<file path="src/rtl/popcount20.sv">
// Combinational population count of a 20-bit word.
module popcount20 (
   input  logic [19:0] i_data,
   output logic [4:0]  o_count
);

   always_comb begin
      o_count = 5'd0;
      for (int i = 0; i < 20; i++) begin
         o_count = o_count + 5'(i_data[i]);
      end
   end

endmodule

</file>
<file path="config.mk">
export PLATFORM = sky130hd
export DESIGN_NAME = popcount20
export DESIGN_NICKNAME = d
export VERILOG_FILES = /design/src/rtl/popcount20.sv
export SDC_FILE = /design/constraint.sdc
export NUM_CORES = 1
export LEC_CHECK = 0
export ABC_AREA = 1
export CAP_MARGIN = 40
export CORE_ASPECT_RATIO = 1.25
export CORE_UTILIZATION = 30
export DETAILED_ROUTE_END_ITERATION = 10
export PLACE_DENSITY = 0.6
export RECOVER_POWER = 50
export SYNTH_ARGS = -nofsm -noshare
export SYNTH_HDL_FRONTEND = slang
export SYNTH_SLANG_ARGS = --single-unit
export TNS_END_PERCENT = 1
</file>
<file path="constraint.sdc">
create_clock -name vclk -period 5.8
set_input_delay 0.87 -clock vclk [all_inputs]
set_output_delay 0.87 -clock vclk [all_outputs]
set_load 0.03 [all_outputs]
</file>
# Word-level counts from Yosys, hierarchy flattened

Index checks and enable logic that the tools add are counted.
W data, S select, Z words.

Flip-flop bits (word level): 0
Bits of input ports: 20

Add/sub/neg operators: 19

Operator list:

| cell          | count |
|---|---|
| $add A5 B1 Y5 | 15 |
| $add A4 B1 Y5 | 1 |
| $add A3 B1 Y4 | 1 |
| $add A2 B1 Y3 | 1 |
| $add A1 B1 Y2 | 1 |

# Depth between registers and ports, before layout

Gate-level depths: netlist of run 1.

Depth in word-level cells: 19
Gate-level depth with buffers: 12
Mapped depth without buffers: 12

# Worst setup path before layout of run 1

OpenSTA, ideal clock, no wires.

Path kind: input-to-output
From: input i_data[0]
To: output o_count[4]
Data arrival time: 4.668 ns
Setup slack: 0.262 ns
Cell stages on the path: 11
Path buffers: 0
Path through: fa_1 inv_1 fa_1 fa_1 fa_1 fa_1 inv_1 ha_1 inv_1 fa_1 o21ai_0

Word-level cells in the longest chain between the ends: 19

Ends and longest elaborated chain:

| item                        | RTL line | source |
|---|---|---|
| start: declaration          | 3        | `input logic [19:0] i_data,` |
| $add A1 B1 Y2               | 10       | `o_count = o_count + 5'(i_data[i]);` |
| $add A2 B1 Y3               | 10       |  |
| $add A3 B1 Y4               | 10       |  |
| $add A4 B1 Y5               | 10       |  |
| $add A5 B1 Y5 (15 in a row) | 10       |  |
| end: declaration            | 4        | `output logic [4:0] o_count` |

No other way between the ends.

# Worst setup path after layout of run 1

From: input i_data[15]
To: output o_count[0]

Word-level cells in the longest chain between the ends: 5

Ends and longest elaborated chain:

| item                       | RTL line |
|---|---|
| $add A5 B1 Y5 (5 in a row) | 10 |

No other way between the ends.

==> impl.org, run 1 <==
** Hold path
- For hold timing, the worst endpoint is o_count[3].
- Number of stages on the worst hold path :: 6
- Classification of the worst-slack hold path :: input pin to output port
- The worst hold path begins at i_data[2].

** Setup path
- At the worst endpoint, the required time is 4.93 ns.
- Setup crit end kind :: output port
- The worst setup path is launched from an input pin.
- Largest fanout on the critical path :: 1
- Worst path arrival time :: about 4.8 ns
- By startpoint and endpoint, the worst setup path is classified as input pin to output port.
- Largest stage delay on the critical path :: 0.66 ns
- The slowest stage of the critical path is the clkdlybuf4s50_1 cell.
- Counting stages on the worst path, the most repeated cell is fa_1.
- The signal on the critical path passes through clkdlybuf4s50_1 > fa_1 > fa_1 > inv_1 > fa_1 > fa_1 > fa_1 > inv_1 > ha_1 > clkdlybuf4s50_1.

** Global route
- Via count of the first global-routing pass :: 438
- Antenna violations before repair :: 0
- Global-route wire length before repair :: ~1.5 mm
- Pin count of the biggest net entering global routing :: 5
- In the global route stage, overall resource usage came out at 0.102.
- Overall overflow remaining after global route :: 0

** Pwr
- In this run the static leakage power is a little over 0.4 nW.
- Sum of internal, switching and leakage power :: 0.000449 W
- In this run the power density over the cells is 577 nW/um^2.
- Largest voltage drop on the vdd net :: approximately 300 uV

** Timing
- For the pin with the worst max-slew slack, the measured transition is roughly 0.31 ns.
- For the finished layout, the period the worst path requires is approximately 5.7 ns.
- Final count of hold timing violations :: 0
- Maximum achievable frequency :: ~180 MHz
- Unrepaired setup endpoints after global routing :: false
- Share of the cycle needed by the critical path after routing :: 0.975
- After routing, the total negative slack on setup checks comes to 0 ns.
- Final Max Slew Viols :: 0
- Final hold analysis gives a worst-case slack of 2.75 ns.
- # setup viols final :: 0
- The worst pin sits at a relative slew slack of 0.793.

** Cells and area
- Commonest non-fill, non-tap cells in the layout :: inv_1, clkdlybuf4s50_1, fa_1
- Commonest non-fill, non-tap cell in the layout :: inv_1
- Counting the clock-network buffers in the layout gives 0.
- The repair_antennas step left the layout with diodes totalling 0.
- Fraction of layout cells with a size suffix above 1 :: 0.0610
- The design has 0 sequential cells.
- Post-synthesis to final-layout area growth :: 51.0%
- Utilization after layout :: 0.492
- The sequential cells in the finished layout cover a total of 0 sq um.
- With fillers left out, the area of the finished cells amounts to about 780 sq um.
- For this run, the post-layout net count is 125.

** Synthesis
- Warning count from the yosys run :: 0
- Dominant combinational cell family by area after synthesis :: adder cells
- Summing every instance area after synthesis gives 515 sq um.
- In this run the mean area of a mapped cell was 9.04 sq um.
- The cell count after synthesis came out at 57.
- Of the total synthesized cell area, the portion taken by XOR and XNOR cells is 0.0170.
- Number of nets in the synthesized netlist :: 98
- Fraction of synthesized area in multiplexers :: 0
- Distinct cell type count of the synthesized netlist :: 9
- Simple-gate area share of the yosys netlist :: 0.0607
- Sequential share of the synthesized area :: 0
- The area fraction in compound gates after synthesis is 0.0194.
- Of the total synthesized cell area, the portion taken by full adders, half adders and majority gates is 0.714.

** Drt
- Initial detailed-routing violation count :: 2
- Highest Signal Layer :: met3
- Routed via count divided by cell count :: about 4.3
- For this run, design rule violations remaining after detail routing come to 0.
- Dividing the detail-routed wire length by the instance count gives approximately 9.1 microns.
- Wire segments on met3 add up to 43 microns in the final route.
- Sum of met2 wire segment lengths after detailed routing :: roughly 570 microns
- Wires add up to 905 microns.
- Antenna violation net count after detailed routing :: 0
- Before antenna repair, the detailed router went through 2 iterations.
- The detailed router put a total of 291 microns of wire on met1.
- Count of vias placed by the detailed router :: 428

** Die
- Number of rows created at floorplan :: 16
- For this configuration, the core starts out at a cell density of 0.326.
- The floorplan step defined a die boundary enclosing 1890 sq um.
- The core region is 1580 sq um.
- The die is 39.1 microns wide.
- Pin placement for this block handled 25 I/O pins.
- Overall die height :: between 40 and 50 microns

** CTS
- Hold repair after CTS inserted 0 buffers.

** Place
- DP Area :: a little under 800 sq um
- Routability cong. :: 0.668
- Post-DP HPWL :: 893 microns
- Port buffering added 25 buffers.

** Outcome
- The flow ran to the end, and the final reports show no timing, DRC or antenna violations.

** Job
- Max-cap violations in this run came to 0.
## timing repair
action,CTS,global route
endpoints found under the hold margin,0,0
setup endpoints to repair,0,3
resized for setup,0,2
setup buffers,0,0
## synthesized netlist by cell type
cell	number	share of area
o21ai_0	1	0.0097
nand4_1	1	0.012
fa_1	14	0.54
xnor2_1	1	0.017
ha_1	7	0.17
inv_1	26	0.19
nand3_1	2	0.019
nand2_1	4	0.029
a21oi_1	1	0.0097
## report_power, final
| group | switching, W | internal, W |
|---|---|---|
| combinational | 0.000264 | 0.000185 |
| clock | 0 | 0 |
| sequential | 0 | 0 |
| total | 0.000264 | 0.000185 |
## worst max path at each step
stage	start	end	slack, ns	cells after the start
2_1_floorplan	i_data[0]	o_count[4]	0.26	11
3_3_place_gp	i_data[0]	o_count[4]	0.05	13
3_5_place_dp	i_data[0]	o_count[4]	0.04	13
4_1_cts	i_data[0]	o_count[4]	0.03	13
5_1_grt	i_data[0]	o_count[1]	0.01	13
6_report	i_data[15]	o_count[0]	0.15	10
## cell families (layout without fill, tap and decap cells)
group,after synthesis,count (layout)
AO/OA/AOI/OAI,2,2
AND/OR/NAND/NOR,7,7
adder cells (fa/ha/maj),21,21
XOR/XNOR,1,1
buffers and inverters,26,51
## through the flow
step | worst slack (ns) | std cells
2_1_floorplan | 0.262 | 57
3_3_place_gp | 0.0474 | 100
3_5_place_dp | 0.0446 | 100
4_1_cts | 0.0282 | 100
5_1_grt | 0.0135 | 100
6_report | 0.148 | 100
## per-layer routing
metal | vias to the layer above | GRT usage
li1 | 206 | -
met1 | 212 | 0.0997
met2 | 10 | 0.222
met3 | 0 | 0
met4 | 0 | 0
met5 | - | 0
## layout make-up
class                           instances  area, sq um
Fill cell                             156          803
Inverter                               26         97.6
Multi-Input combinational cell         31          420
Tap cell                               18         22.5
Timing Repair Buffer                   25          238
## critical path: cells and delay by family
kind       cells  cell delay, ns
fa+ha+maj      6            2.73
buf+inv        4            1.19
No activity file was read; power rests on OpenSTA's default activity.
==> run 2, diff against run 1 <==
--- a/config.mk
+++ b/config.mk
@@ -8,6 +8,7 @@
 export ABC_AREA = 1
 export CAP_MARGIN = 40
 export CORE_ASPECT_RATIO = 1.25
+export CORE_MARGIN = 2
 export CORE_UTILIZATION = 30
 export DETAILED_ROUTE_END_ITERATION = 10
 export PLACE_DENSITY = 0.6
==> impl.org, run 2 (synthesis gave the netlist of run 1 again) <==
** Die
- I/O pin total :: 25 (unchanged)
- The width of the die was 41.1 microns (+5.1%).
- The core outline area was 1580 sq um (unchanged).
- The die height was 50.3 microns (+4.1%).
- Starting density of the core :: 0.326 (unchanged)
- Area of the die :: 2070 sq um (+9.5%)
- Number of rows created at floorplan :: 16 (unchanged)

** Drt
- Sum of routed wire segments on met1 :: 307 microns (+5.5%)
- The routed wire length per instance was 8.48 microns (-6.3%).
- Routed wire length :: 848 microns (-6.3%)
- The number of remaining DRC errors came to 0 (unchanged).
- Antenna violation net count after detailed routing :: 0 (unchanged)
- The met3 layer wire length in the routed design was 60 microns (+40%).
- The total number of vias is 407 (-4.9%).
- The sum of met2 wire segment lengths after detailed routing was 480 microns (-16%).
- Highest Signal Layer :: met3
- Pre-Repair DR Iteration Count :: 2 (unchanged)
- The vias per cell was 4.07 (-4.9%).
- Initial detailed-routing violation count :: 1 (-1)

** Cells and area
- Fraction of layout cells with a size suffix above 1 :: 0.0732 (+0.0122)
- Final antenna diode count :: 0 (unchanged)
- The sequential cell count of the final layout is 0 (unchanged).
- Utilization after layout :: 0.490 (-0.00237)
- The area growth from synthesis to layout is 50.2%.
- The top cell types in the final layout, fill and taps aside, are inv_1, clkdlybuf4s50_1, fa_1.
- Clk_buf instances :: 0 (unchanged)
- The combined flip-flop and latch cell area was 0 sq um (unchanged).
- Commonest non-fill, non-tap cell in the layout :: inv_1
- The post-layout net count was 125 (unchanged).

** Pwr
- Power per cell area :: 545 nW/um^2 (-5.6%)
- The total power draw came to 0.000422 W (-6.1%).
- Largest voltage drop on the vdd net :: 436 uV (+47%)
- Leakage power of the design :: 0.407 nW (-1.2%)

** Global route
- The pin count of the biggest net entering global routing is 5 (unchanged).
- Global-route wire length before repair :: 1.41 mm (-6.0%)
- Overall overflow remaining after global route :: 0 (unchanged)
- Antenna violations before repair :: 0 (unchanged)
- All-layer global routing usage :: 0.0913 (-0.0104)
- Via count of the first global-routing pass :: 365 (-17%)

** Timing
- The time the worst path needs with I/O delays and setup is 5.62 ns (-0.0348 ns).
- Setup repair after global routing could not meet its margin everywhere.
- Transition time of the tightest slew-check pin :: 0.380 ns (+0.0703 ns)
- The ratio of final minimum period to clock period was 0.969 (-0.00600).
- Maximum achievable frequency :: 178 MHz (+0.62%)
- The tightest slew margin relative to the limit was 0.748 (-0.0451).
- Smallest hold slack :: 2.63 ns (-0.124 ns)
- Final count of hold timing violations :: 0 (unchanged)
- Final Max Slew Viols :: 0 (unchanged)
- # setup viols final :: 0 (unchanged)

** Hold path
- The cell depth of the worst hold path was 3 (-3).
- Worst Hold Path EP :: o_count[0]
- The min-delay analysis places its worst path in the category input pin to output port.
- Worst hold start :: i_data[2]

** Setup path
- The most numerous cell type found on the critical path is fa_1.
- Largest stage delay on the critical path :: 0.53 ns (-0.13 ns)
- The arrival time reported for the critical path endpoint was 4.75 ns (-0.03 ns).
- The required time of the critical path came to 4.93 ns (about the same).
- STA classifies the critical path endpoint as an output port.
- Largest fanout on the critical path :: 2 (+1)
- Crit Path Class :: input pin to output port
- Family with the most delay on the worst path :: adder cells
- The worst setup path is launched from an input pin.
- Traced cell by cell, the critical path runs through clkdlybuf4s50_1 > fa_1 > inv_1 > fa_1 > fa_1 > fa_1 > fa_1 > inv_1 > ha_2 > inv_1 > fa_2 > inv_1 > buf_4.
- The critical path buffer and inverter count came to 6 (+2).
- For this design, the slowest cell found on the critical path is fa_1.

** Place
- Post-DP HPWL :: 857 microns (-4.0%)
- Routability cong. :: 0.742 (+11%)
- Number of I/O port buffers :: 25 (unchanged)

** Job
- The max capacitance violation total is 0 (unchanged).

** Outcome
- Run status :: finished clean

** CTS
- The count of hold-fix buffers inserted at cts is 0 (unchanged).
- Postcts setup bufs :: 0 (unchanged)
run 2: cell types whose count changed in the layout (fill, tap and decap cells not counted):
cell / delta
ha_1: -1
clkdlybuf4s50_1: -1
clkbuf_1: +1
ha_2: +1
run 2: layer usage:
metal	GRT usage	vias up
met4	0	0
met3	0	0
met1	0.121	192
li1	-	206
met2	0.167	9
met5	0	-
run 2: how the worst max path moves through the flow:
| stage | to | startpoint | cells past startpoint | slack (ns) |
|---|---|---|---|---|
| after floorplan | o_count[4] | i_data[0] | 11 | 0.26 |
| after global placement | o_count[4] | i_data[0] | 13 | 0.07 |
| after detailed placement | o_count[4] | i_data[0] | 13 | 0.05 |
| after CTS | o_count[4] | i_data[0] | 13 | 0.05 |
| after global routing | o_count[1] | i_data[0] | 13 | -0.005 |
| final | o_count[1] | i_data[0] | 13 | 0.18 |
run 2: what timing repair did:
action	in CTS	in global routing
setup endpoints to repair	0	5
gates resized for setup	0	4
endpoints found under the hold margin	0	0
run 2: power breakdown:
part	internal, W	leakage, nW	switching [W]
logic	0.000167	0.407	0.000255
clock network	0	0	0
registers	0	0	0
run 2: layout make-up:
| type | instances | area, sq um |
|---|---|---|
| Fill cell | 157 | 807 |
| Inverter | 26 | 97.6 |
| Tap cell | 18 | 22.5 |
| Timing Repair Buffer | 25 | 231 |
| Multi-Input combinational cell | 31 | 423 |
run 2: metrics by stage:
step | area [sq um] | TNS (ns) | worst slack [ns] | cells
2_1_floorplan | 515 | 0 | 0.262 | 57
3_3_place_gp | 778 | 0 | 0.0749 | 100
3_5_place_dp | 778 | 0 | 0.0499 | 100
4_1_cts | 778 | 0 | 0.0494 | 100
5_1_grt | 774 | -0.00477 | -0.00477 | 100
6_report | 774 | 0 | 0.182 | 100
==> run 3, diff against run 2 <==
--- a/config.mk
+++ b/config.mk
@@ -11,6 +11,7 @@
 export CORE_MARGIN = 2
 export CORE_UTILIZATION = 30
 export DETAILED_ROUTE_END_ITERATION = 10
+export GPL_TIMING_DRIVEN = 1
 export PLACE_DENSITY = 0.6
 export RECOVER_POWER = 50
 export SYNTH_ARGS = -nofsm -noshare
==> results of run 3 <==
The final DEF is identical to that of run 2; final timing and power are the same.
